`src/rtl/pattern_monitor_pkg.sv`:
```
// rtl/pattern_monitor_pkg.sv - shared symbol, FSM state and default pattern for pattern_monitor
package pattern_monitor_pkg;

  typedef logic [1:0] sym_t;

  typedef enum logic [1:0] {
    FILL  = 2'd0,
    ARMED = 2'd1,
    HOLD  = 2'd2
  } state_t;

  // Symbols 0,1,3,2 with symbol 0 in the low bits.
  localparam logic [7:0] DEFAULT_PATTERN = 8'hB4;

endpackage

```
`src/rtl/pattern_monitor_sat_counter.sv`:
```
// rtl/pattern_monitor_sat_counter.sv - saturating up-counter with sticky saturation flag
module sat_counter #(
  parameter int W = 8
) (
  input  logic         clk,
  input  logic         rst_n,
  input  logic         inc,
  input  logic         clr,
  output logic [W-1:0] cnt,
  output logic         sat
);

  localparam logic [W-1:0] MAX      = '1;
  localparam logic [W-1:0] MAX_LESS = MAX - 1'b1;

  always_ff @(posedge clk or negedge rst_n) begin
    if (!rst_n) begin
      cnt <= '0;
      sat <= 1'b0;
    end else if (clr) begin
      cnt <= '0;
      sat <= 1'b0;
    end else if (inc && (cnt != MAX)) begin
      cnt <= cnt + 1'b1;
      if (cnt == MAX_LESS) sat <= 1'b1;
    end
  end

endmodule

```
`src/rtl/pattern_monitor.sv`:
```
// rtl/pattern_monitor.sv - sliding-window 2-bit symbol pattern detector with match count and event port
// Optional don't-care mask input enabled by PATTERN_MONITOR_MASK_EN.
module pattern_monitor
  import pattern_monitor_pkg::*;
#(
  parameter int                   PAT_LEN = 4,
  parameter int                   CNT_W   = 8,
  parameter logic [2*PAT_LEN-1:0] PATTERN = (2*PAT_LEN)'(DEFAULT_PATTERN)
) (
  input  logic             CLK,
  input  logic             RST_N,
  input  logic             in_valid,
  input  sym_t             in_sym,
  output logic             in_ready,
  input  logic             clear,
  output logic             match,
  output logic [CNT_W-1:0] match_cnt,
  output logic             sat,
  output logic             evt_valid,
  input  logic             evt_ready,
  output logic [CNT_W-1:0] evt_idx
`ifdef PATTERN_MONITOR_MASK_EN
  ,
  input  logic [2*PAT_LEN-1:0] pat_mask
`endif
);

  localparam int             WW        = 2 * PAT_LEN;
  localparam int             FW        = 4;
  localparam logic [FW-1:0]  FILL_FULL = FW'(PAT_LEN);
  localparam logic [FW-1:0]  FILL_LAST = FW'(PAT_LEN - 1);

  state_t          r_state;
  state_t          w_state_nxt;
  logic [WW-1:0]   r_win;
  logic [WW-1:0]   w_win_nxt;
  logic [WW-1:0]   w_mask;
  logic [FW-1:0]   r_fill;
  logic            r_match;
  logic            w_acc;
  logic            w_full_nxt;
  logic            w_hit;

`ifdef PATTERN_MONITOR_MASK_EN
  assign w_mask = pat_mask;
`else
  assign w_mask = '1;
`endif

  assign evt_valid  = (r_state == HOLD);
  assign in_ready   = ~evt_valid | evt_ready;
  assign w_acc      = in_valid & in_ready & ~clear;
  // Newest symbol enters at the top; the oldest falls off bits [1:0].
  assign w_win_nxt  = {in_sym, r_win[WW-1:2]};
  assign w_full_nxt = (r_fill >= FILL_LAST);
  assign w_hit      = w_acc & w_full_nxt & (((w_win_nxt ^ PATTERN) & w_mask) == '0);

  assign match   = r_match;
  assign evt_idx = match_cnt;

  always_ff @(posedge CLK or negedge RST_N) begin
    if (!RST_N) begin
      r_state <= FILL;
      r_win   <= '0;
      r_fill  <= '0;
      r_match <= 1'b0;
    end else begin
      r_state <= w_state_nxt;
      r_match <= w_hit;
      if (clear) begin
        r_win  <= '0;
        r_fill <= '0;
      end else if (w_acc) begin
        r_win <= w_win_nxt;
        if (r_fill != FILL_FULL) r_fill <= r_fill + 1'b1;
      end
    end
  end

  always_comb begin
    w_state_nxt = r_state;
    if (clear) begin
      w_state_nxt = FILL;
    end else begin
      case (r_state)
        FILL:    if (w_acc && w_full_nxt) w_state_nxt = w_hit ? HOLD : ARMED;
        ARMED:   if (w_hit) w_state_nxt = HOLD;
        HOLD:    if (evt_ready) w_state_nxt = w_hit ? HOLD : ARMED;
        default: w_state_nxt = FILL;
      endcase
    end
  end

  sat_counter #(
    .W(CNT_W)
  ) u_cnt (
    .clk  (CLK),
    .rst_n(RST_N),
    .inc  (w_hit),
    .clr  (clear),
    .cnt  (match_cnt),
    .sat  (sat)
  );

endmodule

```
`config.mk`:
```
export PLATFORM = sky130hd
export DESIGN_NAME = pattern_monitor
export DESIGN_NICKNAME = d
export VERILOG_FILES = /design/src/rtl/pattern_monitor_pkg.sv /design/src/rtl/pattern_monitor_sat_counter.sv /design/src/rtl/pattern_monitor.sv
export SDC_FILE = /design/constraint.sdc
export NUM_CORES = 1
export LEC_CHECK = 0
export ABC_CLOCK_PERIOD_IN_PS = 2900
export CORE_ASPECT_RATIO = 0.9
export CORE_MARGIN = 2
export CORE_UTILIZATION = 35
export CTS_CLUSTER_SIZE = 10
export DETAILED_ROUTE_END_ITERATION = 7
export SYNTH_ARGS = -nofsm -noshare
export SYNTH_HDL_FRONTEND = slang
export SYNTH_SLANG_ARGS = --single-unit
```
`constraint.sdc`:
```
create_clock -name CLK -period 2.9 [get_ports CLK]
set_clock_uncertainty 0.15 [all_clocks]
set_input_delay 0.435 -clock CLK [delete_from_list [all_inputs] [get_ports CLK]]
set_output_delay 0.435 -clock CLK [all_outputs]
set_load 0.005 [all_outputs]
```
== Word level (Yosys, flattened, before mapping) ==
Index checks and enable logic that the tools add are counted.
Word-level totals
  bits in registers: 24
  bits of input ports: 7
  output and inout port bits: 20
  word-level logic and storage cells: 52
Operators by class
  add/subtract/negate cells: 2
  order comparisons: 1
  equality and inequality tests: 8
  muxes and demuxes: 16
  bitwise operators: 8
  reduce and logical (&&, ||, !) cells: 11
Operator list (number)
  $mux 8: 4
  $mux 4: 3
  $mux 2: 5
  $add 8x1->8 const B: 1
  $eq 8x8->1 const B: 1
  $logic_not 8->1: 1
  $ne 8x8->1 const B: 1
  $reduce_bool 2->1: 4
  $ne 3x2->1 const B: 2
  $pmux 2 s3: 1
  $add 4x1->4 const B: 1
  $and 1x1->1: 4
  $ge 4x2->1 const B: 1
  $ne 4x3->1 const B: 1
  $not 4->4: 1
  $reduce_and 2->1: 2
  $mux 1: 3
  $ne 3x3->1 const B: 1
  $reduce_and 3->1: 1
  $eq 2x1->1 const B: 1
  $eq 2x2->1 const B: 1
  $logic_and 1x1->1: 2
  $logic_not 2->1: 1
  $not 1->1: 2
  $or 1x1->1: 1

== Logic depth before layout (Yosys ltp) ==
Gate-level depths: netlist of run 1.
  depth in word-level cells: 11
  depth in mapped cells: 7
  gate-level depth less buffers: 6

== Modules after synthesis ==
Synthesis of run 1 repeated with hierarchy kept, for this count alone.
Unflattened totals
  cells, all modules: 125
  area total of the unflattened synthesis: 1239.9 µm²
Modules (own cells, without submodules)
  pattern_monitor: times used 1, cells each 73, area each 760.7 µm², seq. area each 325.3 µm²
  sat_counter: times used 1, cells each 52, area each 479.2 µm², seq. area each 225.2 µm²

== Worst setup path before layout of run 1 ==
No wires, ideal clock.
  path type: register -> register
  start: reg u_cnt.cnt[0]
  end: reg u_cnt.cnt[3]
  arrival: 1.577 ns
  required time: 2.684 ns
  setup slack: 1.107 ns
  stages on the path, launching flop included: 7
  buffers on the path: 0
  period minus slack after synthesis: 1.793 ns
  path through: dfrtp_1 -> ha_1 -> and3_1 -> nand3_1 -> nand3_2 -> or4_1 -> nand2_1
Between the ends
  word-level cells in the longest chain between the ends: 3
Ends and longest elaborated chain
  start: declaration: RTL line pattern_monitor_sat_counter.sv:9  | output logic [W-1:0] cnt,
  start signal: assignment: RTL line pattern_monitor_sat_counter.sv:24  | cnt <= cnt + 1'b1;
  $add 8x1->8 or $ne 8x8->1 (tied branches): RTL line pattern_monitor_sat_counter.sv:24, pattern_monitor_sat_counter.sv:23
  $mux 8 or $logic_and 1x1->1 (tied branches): RTL line pattern_monitor_sat_counter.sv:23  | end else if (inc && (cnt != MAX)) begin
  $mux 8 or $reduce_bool 2->1 (tied branches)
Parallel ways exist; a longest one is shown, timed or not. The select of a mux whose other input is x is not followed.
A chain may end at the register's enable or synchronous reset.

== Worst setup path in the final report of run 1 ==
  start: in evt_ready
  end: out in_ready
Between the ends
  word-level cells in the longest chain between the ends: 1
Ends and longest elaborated chain
  start: declaration: RTL line pattern_monitor.sv:20  | input logic evt_ready,
  $or 1x1->1: RTL line pattern_monitor.sv:51  | assign in_ready = ~evt_valid | evt_ready;
  end: declaration: RTL line pattern_monitor.sv:14  | output logic in_ready,
Every way passes these cells.

==> flow_metrics.py, run 1 <==
metrics = {
    "synth": {
        "synth-edff-count": 0,
        "ys_ff_latch": 22,
        "ys_types": 35,
        "yosys_warnings": 0,
        "yosysSeqAreaShare_pct": 46.3,
        "synth_fa_ha_area_share_pct": 4.21,
        "synth_nets": 139,
        "avgSynthCellArea_um2": 9.30,
        "synthCells": 128,
        "synth_top_family_by_area": "simple AND/OR/NAND/NOR gates",
        "synth_xor_area_share_pct": 1.47,
        "async_reset_ff_share_pct": 100,
        "synth_compound_gate_area_share_pct": 12.3,
        "synthFlopType": "dfrtp_1",
        "synth-simple-area-share_pct": 26.3,
        "netlist_area_mm2": 0.00119,
        "synthMuxAreaShare_pct": 0.841,
    },
    "power": {
        "power_density_mw_per_mm2": 391,
        "irDropWorstVdd_mv": 0.177,
        "p_leak_nw": 0.628,
    },
    "setup_path": {
        "critPathRequiredTime_ps": 2320,
        "arrival_ps": 1770,
        "worst_setup_path_end_kind": "output port",
        "r2r-start": "u_cnt.cnt[0]",
        "critical_path.max_fanout": 4,
        "setup.worst_path.class": "in -> out",
        "start_kind": "input port",
        "reg2reg_to": "u_cnt.cnt[3]",
        "reg2regPathDepth": 6,
        "reg2reg_slack_ps": 800,
    },
    "outcome": {
        "status": "finished clean",
    },
    "timing": {
        "drv_slew": 0,
        "setup_viol_count_final": 0,
        "period_share_pct": 81.3,
        "hold_viol": 0,
        "setup_tns_ps": 0,
        "fmax_mhz": 424,
        "slew_headroom_pct": 75.5,
        "worst_pin_slew_ps": 363,
        "rsz0062_at_grt": "false",
        "period_needed_ps": 2360,
    },
    "final_layout": {
        "regArea_um2": 551,
        "fin_util_pct": 45.3,
        "fin_cells": 192,
        "areaGrowthSynthToFinish_pct": 25.7,
        "nNetsFinal": 160,
        "multi_input_area_um2": 537,
        "layout_commonest_cell": "clkdlybuf4s50_1",
        "antenna_cells": 0,
        "mostFrequentLayoutCells": "clkdlybuf4s50_1 (26), dfrtp_1 (22), nand2_1 (15), a21oi_1 (14), nand3_1 (9)",
        "n_fill_cell": 343,
        "stdcell_area_mm2": 0.00150,
        "drive_gt1_share_pct": 6.76,
    },
    "clocking": {
        "cts_resized": 0,
        "cts_hold_buffers": 0,
        "post_cts_buffers": 0,
        "clk_pin_slew_worst_paths_ps": 70,
        "cts_inserted_buffers": 3,
        "cts_tree": "done",
        "clockBufferDepth": 2,
        "cts_root_buf": "clkbuf_8",
        "h-tree-depth": 1,
        "insertion_delay_ps": 270,
        "cts.sinks": 22,
    },
    "drt": {
        "wl_mm": 2.34,
        "drtIter0Drc": 81,
        "vias": 969,
        "wire_per_inst_um": 12.2,
        "postRouteAntennaNets": 0,
        "viasPerCell": 5.05,
        "drc_errors": 0,
        "drt_first_pass_iters": 4,
    },
    "floorplan": {
        "core_area_mm2": 0.00330,
        "dieArea_mm2": 0.00388,
        "die_h_um": 59.3,
        "rows": 20,
        "ios": 27,
        "fp.dieW_um": 65.5,
        "initial_core_util_pct": 36.0,
    },
    "placement": {
        "post_dp_cell_area_mm2": 0.00144,
        "place_hpwl_mm": 1.72,
        "portBuffers": 26,
        "placed_cells": 188,
        "gp_congestion": 0.791,
    },
    "worst_hold_path": {
        "hold_depth": 1,
        "min_to": "u_cnt.sat",
        "hold_path_class": "reg -> reg",
        "min_from": "u_cnt.sat",
    },
    "global_route": {
        "grt_max_degree": 23,
        "grt_antenna_before_repair": 0,
        "grt_overflow": 0,
        "globalRouteTotalUtil_pct": 14.3,
        "first_global_vias": 947,
        "grt_first_pass_wirelength_mm": 4.24,
    },
    "run": {
        "max-cap-violations": 0,
    },
}
## state kept, by name (all words and copies together) (netlist names)
register,flops
u_cnt.cnt,8
r_win,6
r_state,2
u_cnt.sat,1
match,1
r_fill,4
## synthesized netlist by cell type (2+ instances only)
| cell | n | area (um^2) |
|---|---|---|
| and3_1 | 3 | 18.8 |
| or3_1 | 4 | 25.0 |
| clkbuf_1 | 2 | 7.51 |
| or4_1 | 2 | 15.0 |
| and4_1 | 2 | 17.5 |
| dfrtp_1 | 22 | 551 |
| nand3_1 | 9 | 45.0 |
| inv_1 | 6 | 22.5 |
| nand2_1 | 15 | 56.3 |
| o21ai_0 | 6 | 30.0 |
| buf_4 | 9 | 67.6 |
| nor2_1 | 7 | 26.3 |
| nor3_1 | 2 | 10.0 |
| xnor2_1 | 2 | 17.5 |
| ha_1 | 4 | 50.1 |
| a21oi_1 | 14 | 70.1 |
## metrics by stage
stage               total power [mW]  hold WS, ps  worst slack (ps)
finish                         0.584          356               543
global route                   0.614          388               504
CTS                            0.594          363               537
detailed placement             0.372          346               520
global placement               0.370          336               543
floorplan                      0.348        -10.6              1110
## layer usage
layer | GRT usage, % | share of wire [%] | up-vias
met5 | 0 | 0 | -
met3 | 2.47 | 4.9 | 5
met4 | 6.25 | 2.0 | 0
met2 | 24.1 | 48 | 25
met1 | 18.2 | 45 | 461
li1 | - | - | 478
## layout make-up
class | count | share of cell area [%]
repair buffers | 28 | 18.4
clock buffers | 4 | 3.68
well taps | 44 | 3.68
flip-flops and latches | 22 | 36.8
multi-input cells | 88 | 35.9
inverters | 6 | 1.51
## critical path, cell delays in order
cell and delay [ps]:
clkdlybuf4s50_1 440, or3b_4 430, clkdlybuf4s50_1 460
## cells by family (layout without fill, tap and decap cells)
family          Yosys count  in the layout
compound gates           26             26
xor+xnor                  2              2
fa+ha+maj                 4              4
buf+inv                  18             38
flops                    22             22
mux                       1              1
simple gates             55             55
## worst max path at each step
stage | start | endpoint | slack, ps | cells past startpoint
after detailed placement | in_sym[1] | u_cnt.cnt[3] | 520 | 6
after global routing | evt_ready | in_ready | 500 | 3
after CTS | evt_ready | in_ready | 540 | 3
final | evt_ready | in_ready | 540 | 3
after floorplan | u_cnt.cnt[0] | u_cnt.cnt[3] | 1110 | 6
after global placement | evt_ready | in_ready | 540 | 3
## where the power goes
group	internal (mW)	total (mW)	switching, mW
registers	0.312	0.318	0.00514
logic	0.0202	0.0473	0.0271
clock network	0.121	0.219	0.0982
total	0.454	0.584	0.130
Power figures use the tool's default switching activity.
==> run 2: changes to the inputs <==
Settings changed: ABC_CLOCK_PERIOD_IN_PS 2900 to 2100.
Clock period 2.9 ns to 2.1 ns, I/O delays scaled along.
==> flow_metrics.py, run 2 (synthesis gave the netlist of run 1 again) <==
metrics = {
    "outcome": {
        "status": "finished clean",
    },
    "floorplan": {
        "die_h_um": 59.3,
        "core_area_mm2": 0.00330,
        "initial_core_util_pct": 36.0,
        "rows": 20,
        "dieArea_mm2": 0.00388,
        "ios": 27,
        "fp.dieW_um": 65.5,
    },
    "drt": {
        "viasPerCell": 5.07,
        "wire_per_inst_um": 12.8,
        "drc_errors": 0,
        "wl_mm": 2.54,
        "drt_first_pass_iters": 4,
        "vias": 1008,
        "met1_length_mm": 1.16,
        "postRouteAntennaNets": 0,
        "highest_layer": "met4",
        "wl_met2_mm": 1.23,
        "drtIter0Drc": 35,
        "routed-wl-met3_um": 126,
    },
    "clocking": {
        "clk_pin_slew_worst_paths_ps": 90,
        "post_cts_buffers": 0,
        "h-tree-depth": 1,
        "cts_root_buf": "clkbuf_8",
        "cts_hold_buffers": 0,
        "clockBufferDepth": 2,
        "insertion_delay_ps": 270,
        "cts_inserted_buffers": 3,
        "cts.sinks": 22,
        "cts_resized": 1,
        "cts_tree": "done",
    },
    "global_route": {
        "first_global_vias": 958,
        "grt_antenna_before_repair": 0,
        "grt_max_degree": 23,
        "globalRouteTotalUtil_pct": 14.0,
        "grt_overflow": 0,
        "grt_first_pass_wirelength_mm": 4.21,
    },
    "final_layout": {
        "largest_reg_flops": 8,
        "n_fill_cell": 312,
        "nNetsFinal": 167,
        "mostFrequentLayoutCells": "clkdlybuf4s50_1 (25), dfrtp_1 (22), nand2_1 (15), a21oi_1 (14)",
        "regArea_um2": 551,
        "multi_input_area_um2": 537,
        "largest_registers": "u_cnt.cnt: 8 flops, r_win: 6 flops, r_fill: 4 flops",
        "layout_commonest_cell": "clkdlybuf4s50_1",
        "fin_cells": 199,
        "drive_gt1_share_pct": 11.0,
        "regMostFlops": "u_cnt.cnt",
        "areaGrowthSynthToFinish_pct": 30.0,
        "antenna_cells": 0,
    },
    "setup_path": {
        "start_kind": "input port",
        "critPathRequiredTime_ps": 1630,
        "path_cells": "clkdlybuf4s50_1 -> or3b_4 -> dlygate4sd2_1",
        "critical_path.max_fanout": 4,
        "path_delay_family": "buffers and inverters",
        "critPathMaxStageDelay_ps": 430,
        "cp_num_buf_inv": 2,
        "reg2reg_slack_ps": 230,
        "cpMaxStageDelayCell": "or3b_4",
        "arrival_ps": 1450,
        "worst_setup_path_end_kind": "output port",
        "setup.worst_path.class": "in -> out",
    },
    "power": {
        "irDropWorstVdd_mv": 0.397,
        "power_density_mw_per_mm2": 528,
        "finalPower_mw": 0.817,
        "p_leak_nw": 0.659,
    },
    "placement": {
        "portBuffers": 26,
        "place_hpwl_mm": 1.89,
        "gp_congestion": 0.823,
        "placed_cells": 195,
    },
    "timing": {
        "slew_headroom_pct": 76.3,
        "hold_viol": 0,
        "period_share_pct": 91.1,
        "worst_pin_slew_ps": 351,
        "setup_viol_count_final": 0,
        "fmax_mhz": 523,
        "period_needed_ps": 1910,
        "drv_slew": 0,
        "rsz0062_at_grt": "false",
    },
    "worst_hold_path": {
        "hold_path_class": "in -> async",
    },
    "run": {
        "max-cap-violations": 0,
    },
}
## run 2: cell type report
cell class | count | area share [%]
well taps | 44 | 3.56
multi-input cells | 88 | 34.7
clock buffers | 4 | 3.56
repair buffers | 35 | 21.1
inverters | 6 | 1.46
flip-flops and latches | 22 | 35.6
## run 2: worst paths after layout
check / startpoint / to / cells past startpoint
max in group asynchronous: RST_N / r_state[0] / 2
worst min register to register: u_cnt.sat / u_cnt.sat / 1
worst max register to register: r_win[3] / u_cnt.cnt[3] / 5
worst max-delay path: evt_ready / in_ready / 3
min in group CLK: u_cnt.sat / u_cnt.sat / 1
worst min-delay path: RST_N / u_cnt.cnt[4] / 2
## run 2: routing by layer
layer,track usage (%),vias to the layer above
met5,0,-
met4,4.46,0
met3,2.66,4
met2,24.8,25
met1,17.3,484
li1,-,495
## run 2: metrics by stage
step | TNS (ps) | hold WS, ps | instance area, um^2 | utilization, % | worst slack [ps]
6_report | 0 | 248 | 1550 | 46.8 | 187
5_1_grt | 0 | 292 | 1550 | 46.8 | 100
4_1_cts | 0 | 266 | 1550 | 46.8 | 183
3_5_place_dp | -250 | 333 | 1490 | 45.2 | -84.2
3_3_place_gp | -46.4 | 331 | 1490 | 45.2 | -29.8
2_1_floorplan | 0 | -131 | 1190 | - | 307
## run 2: where the power goes
part | internal [mW] | switching [mW]
clock | 0.167 | 0.141
combinational | 0.0313 | 0.0387
sequential | 0.431 | 0.00704
==> run 3: changes to the inputs <==
Settings changed: ABC_CLOCK_PERIOD_IN_PS 2100 to 2450.
Clock period 2.1 ns to 2.45 ns, I/O delays scaled along.
==> flow_metrics.py, run 3 (synthesis gave the netlist of run 1 again) <==
metrics = {
    "setup_path": {
        "arrival_ps": 1730,
        "startpoint": "evt_ready",
        "cp_num_buf_inv": 2,
        "path_cells": "clkdlybuf4s50_1 -> or3b_4 -> clkdlybuf4s50_1",
        "worst_setup_path_end_kind": "output port",
        "cpMaxStageDelayCell": "clkdlybuf4s50_1",
        "critical_path.max_fanout": 4,
        "setup.worst_path.class": "in -> out",
        "critPathRequiredTime_ps": 1930,
        "path_delay_family": "buffers and inverters",
        "critPathMaxStageDelay_ps": 470,
        "r2r-start": "u_cnt.cnt[0]",
        "start_kind": "input port",
        "critical_path.most_common_cell": "clkdlybuf4s50_1",
    },
    "timing": {
        "slew_headroom_pct": 76.8,
        "fin_hold_ws_ps": 303,
        "setup_ws_ps": 201,
        "fmax_mhz": 445,
        "period_share_pct": 91.8,
        "rsz0062_at_grt": "false",
        "setup_viol_count_final": 0,
        "period_needed_ps": 2250,
        "worst_pin_slew_ps": 343,
        "hold_viol": 0,
        "drv_slew": 0,
        "setup_tns_ps": 0,
    },
    "clocking": {
        "insertion_delay_ps": 260,
        "cts_inserted_buffers": 3,
        "cts_hold_buffers": 0,
        "cts_resized": 0,
        "clockBufferDepth": 2,
        "cts.sinks": 22,
        "post_cts_buffers": 0,
        "clk_pin_slew_worst_paths_ps": 80,
        "h-tree-depth": 1,
        "cts_tree": "done",
        "cts_root_buf": "clkbuf_8",
    },
    "global_route": {
        "first_global_vias": 961,
        "grt_max_degree": 23,
        "globalRouteTotalUtil_pct": 13.6,
        "grt_antenna_before_repair": 0,
        "grt_overflow": 0,
        "grt_first_pass_wirelength_mm": 4.15,
    },
    "drt": {
        "wire_per_inst_um": 12.8,
        "drt_first_pass_iters": 4,
        "viasPerCell": 5.09,
        "vias": 978,
        "drc_errors": 0,
        "drtIter0Drc": 31,
        "wl_mm": 2.46,
        "postRouteAntennaNets": 0,
    },
    "power": {
        "finalPower_mw": 0.697,
        "p_leak_nw": 0.628,
        "power_density_mw_per_mm2": 466,
        "irDropWorstVdd_mv": 0.236,
    },
    "floorplan": {
        "rows": 20,
        "fp.dieW_um": 65.5,
        "dieArea_mm2": 0.00388,
        "die_h_um": 59.3,
        "initial_core_util_pct": 36.0,
        "ios": 27,
        "core_area_mm2": 0.00330,
    },
    "final_layout": {
        "drive_gt1_share_pct": 6.76,
        "n_fill_cell": 342,
        "fin_util_pct": 45.3,
        "antenna_cells": 0,
        "stdcell_area_mm2": 0.00150,
        "layout_commonest_cell": "clkdlybuf4s50_1",
        "regMostFlops": "u_cnt.cnt",
        "mostFrequentLayoutCells": "clkdlybuf4s50_1 (26), dfrtp_1 (22), nand2_1 (15), a21oi_1 (14), nand3_1 (9)",
        "largest_reg_flops": 8,
        "fin_cells": 192,
        "areaGrowthSynthToFinish_pct": 25.7,
        "nNetsFinal": 160,
        "largest_registers": "u_cnt.cnt: 8 flops, r_win: 6 flops, r_fill: 4 flops",
    },
    "outcome": {
        "status": "finished clean",
    },
    "placement": {
        "pre_cts_slack_ps": 150,
        "gp_congestion": 0.765,
        "portBuffers": 26,
        "placed_cells": 188,
        "post_dp_cell_area_mm2": 0.00144,
        "place_hpwl_mm": 1.82,
    },
    "worst_hold_path": {
        "hold_path_class": "in -> async",
    },
    "run": {
        "max-cap-violations": 0,
    },
}
## run 3: cell count changes in the layout (fill, tap and decap cells not counted)
cell             delta
buf_4               -7
clkdlybuf4s50_1     +1
dlygate4sd2_1       -1
## run 3: area by class of cell
cell class / count / area, um^2 / share of cell area (%)
timing repair buffer: 28 / 275 / 18.4
tap: 44 / 55.1 / 3.68
sequential: 22 / 551 / 36.8
inverter: 6 / 22.5 / 1.51
multi-input combinational: 88 / 537 / 35.9
clock buffer: 4 / 55.1 / 3.68
## run 3: worst paths after layout
path,depth (start not counted),slack (ps),to
worst min register to register,1,350,u_cnt.sat
worst max register to register,6,380,u_cnt.cnt[3]
worst max-delay path,3,200,in_ready
worst min-delay path,2,300,u_cnt.cnt[1]
max in group asynchronous,2,1620,r_fill[3]
min in group CLK,1,350,u_cnt.sat
## run 3: routing by layer
layer | global-route usage (%) | up-vias | routed length (um)
li1 | - | 482 | -
met1 | 16.4 | 467 | 1110
met2 | 24.9 | 27 | 1200
met3 | 3.04 | 2 | 130
met4 | 2.98 | 0 | 19
met5 | 0 | - | 0
## run 3: power by group
part	switching, mW	internal [mW]
combinational	0.0333	0.0240
clock	0.121	0.143
sequential	0.00589	0.370
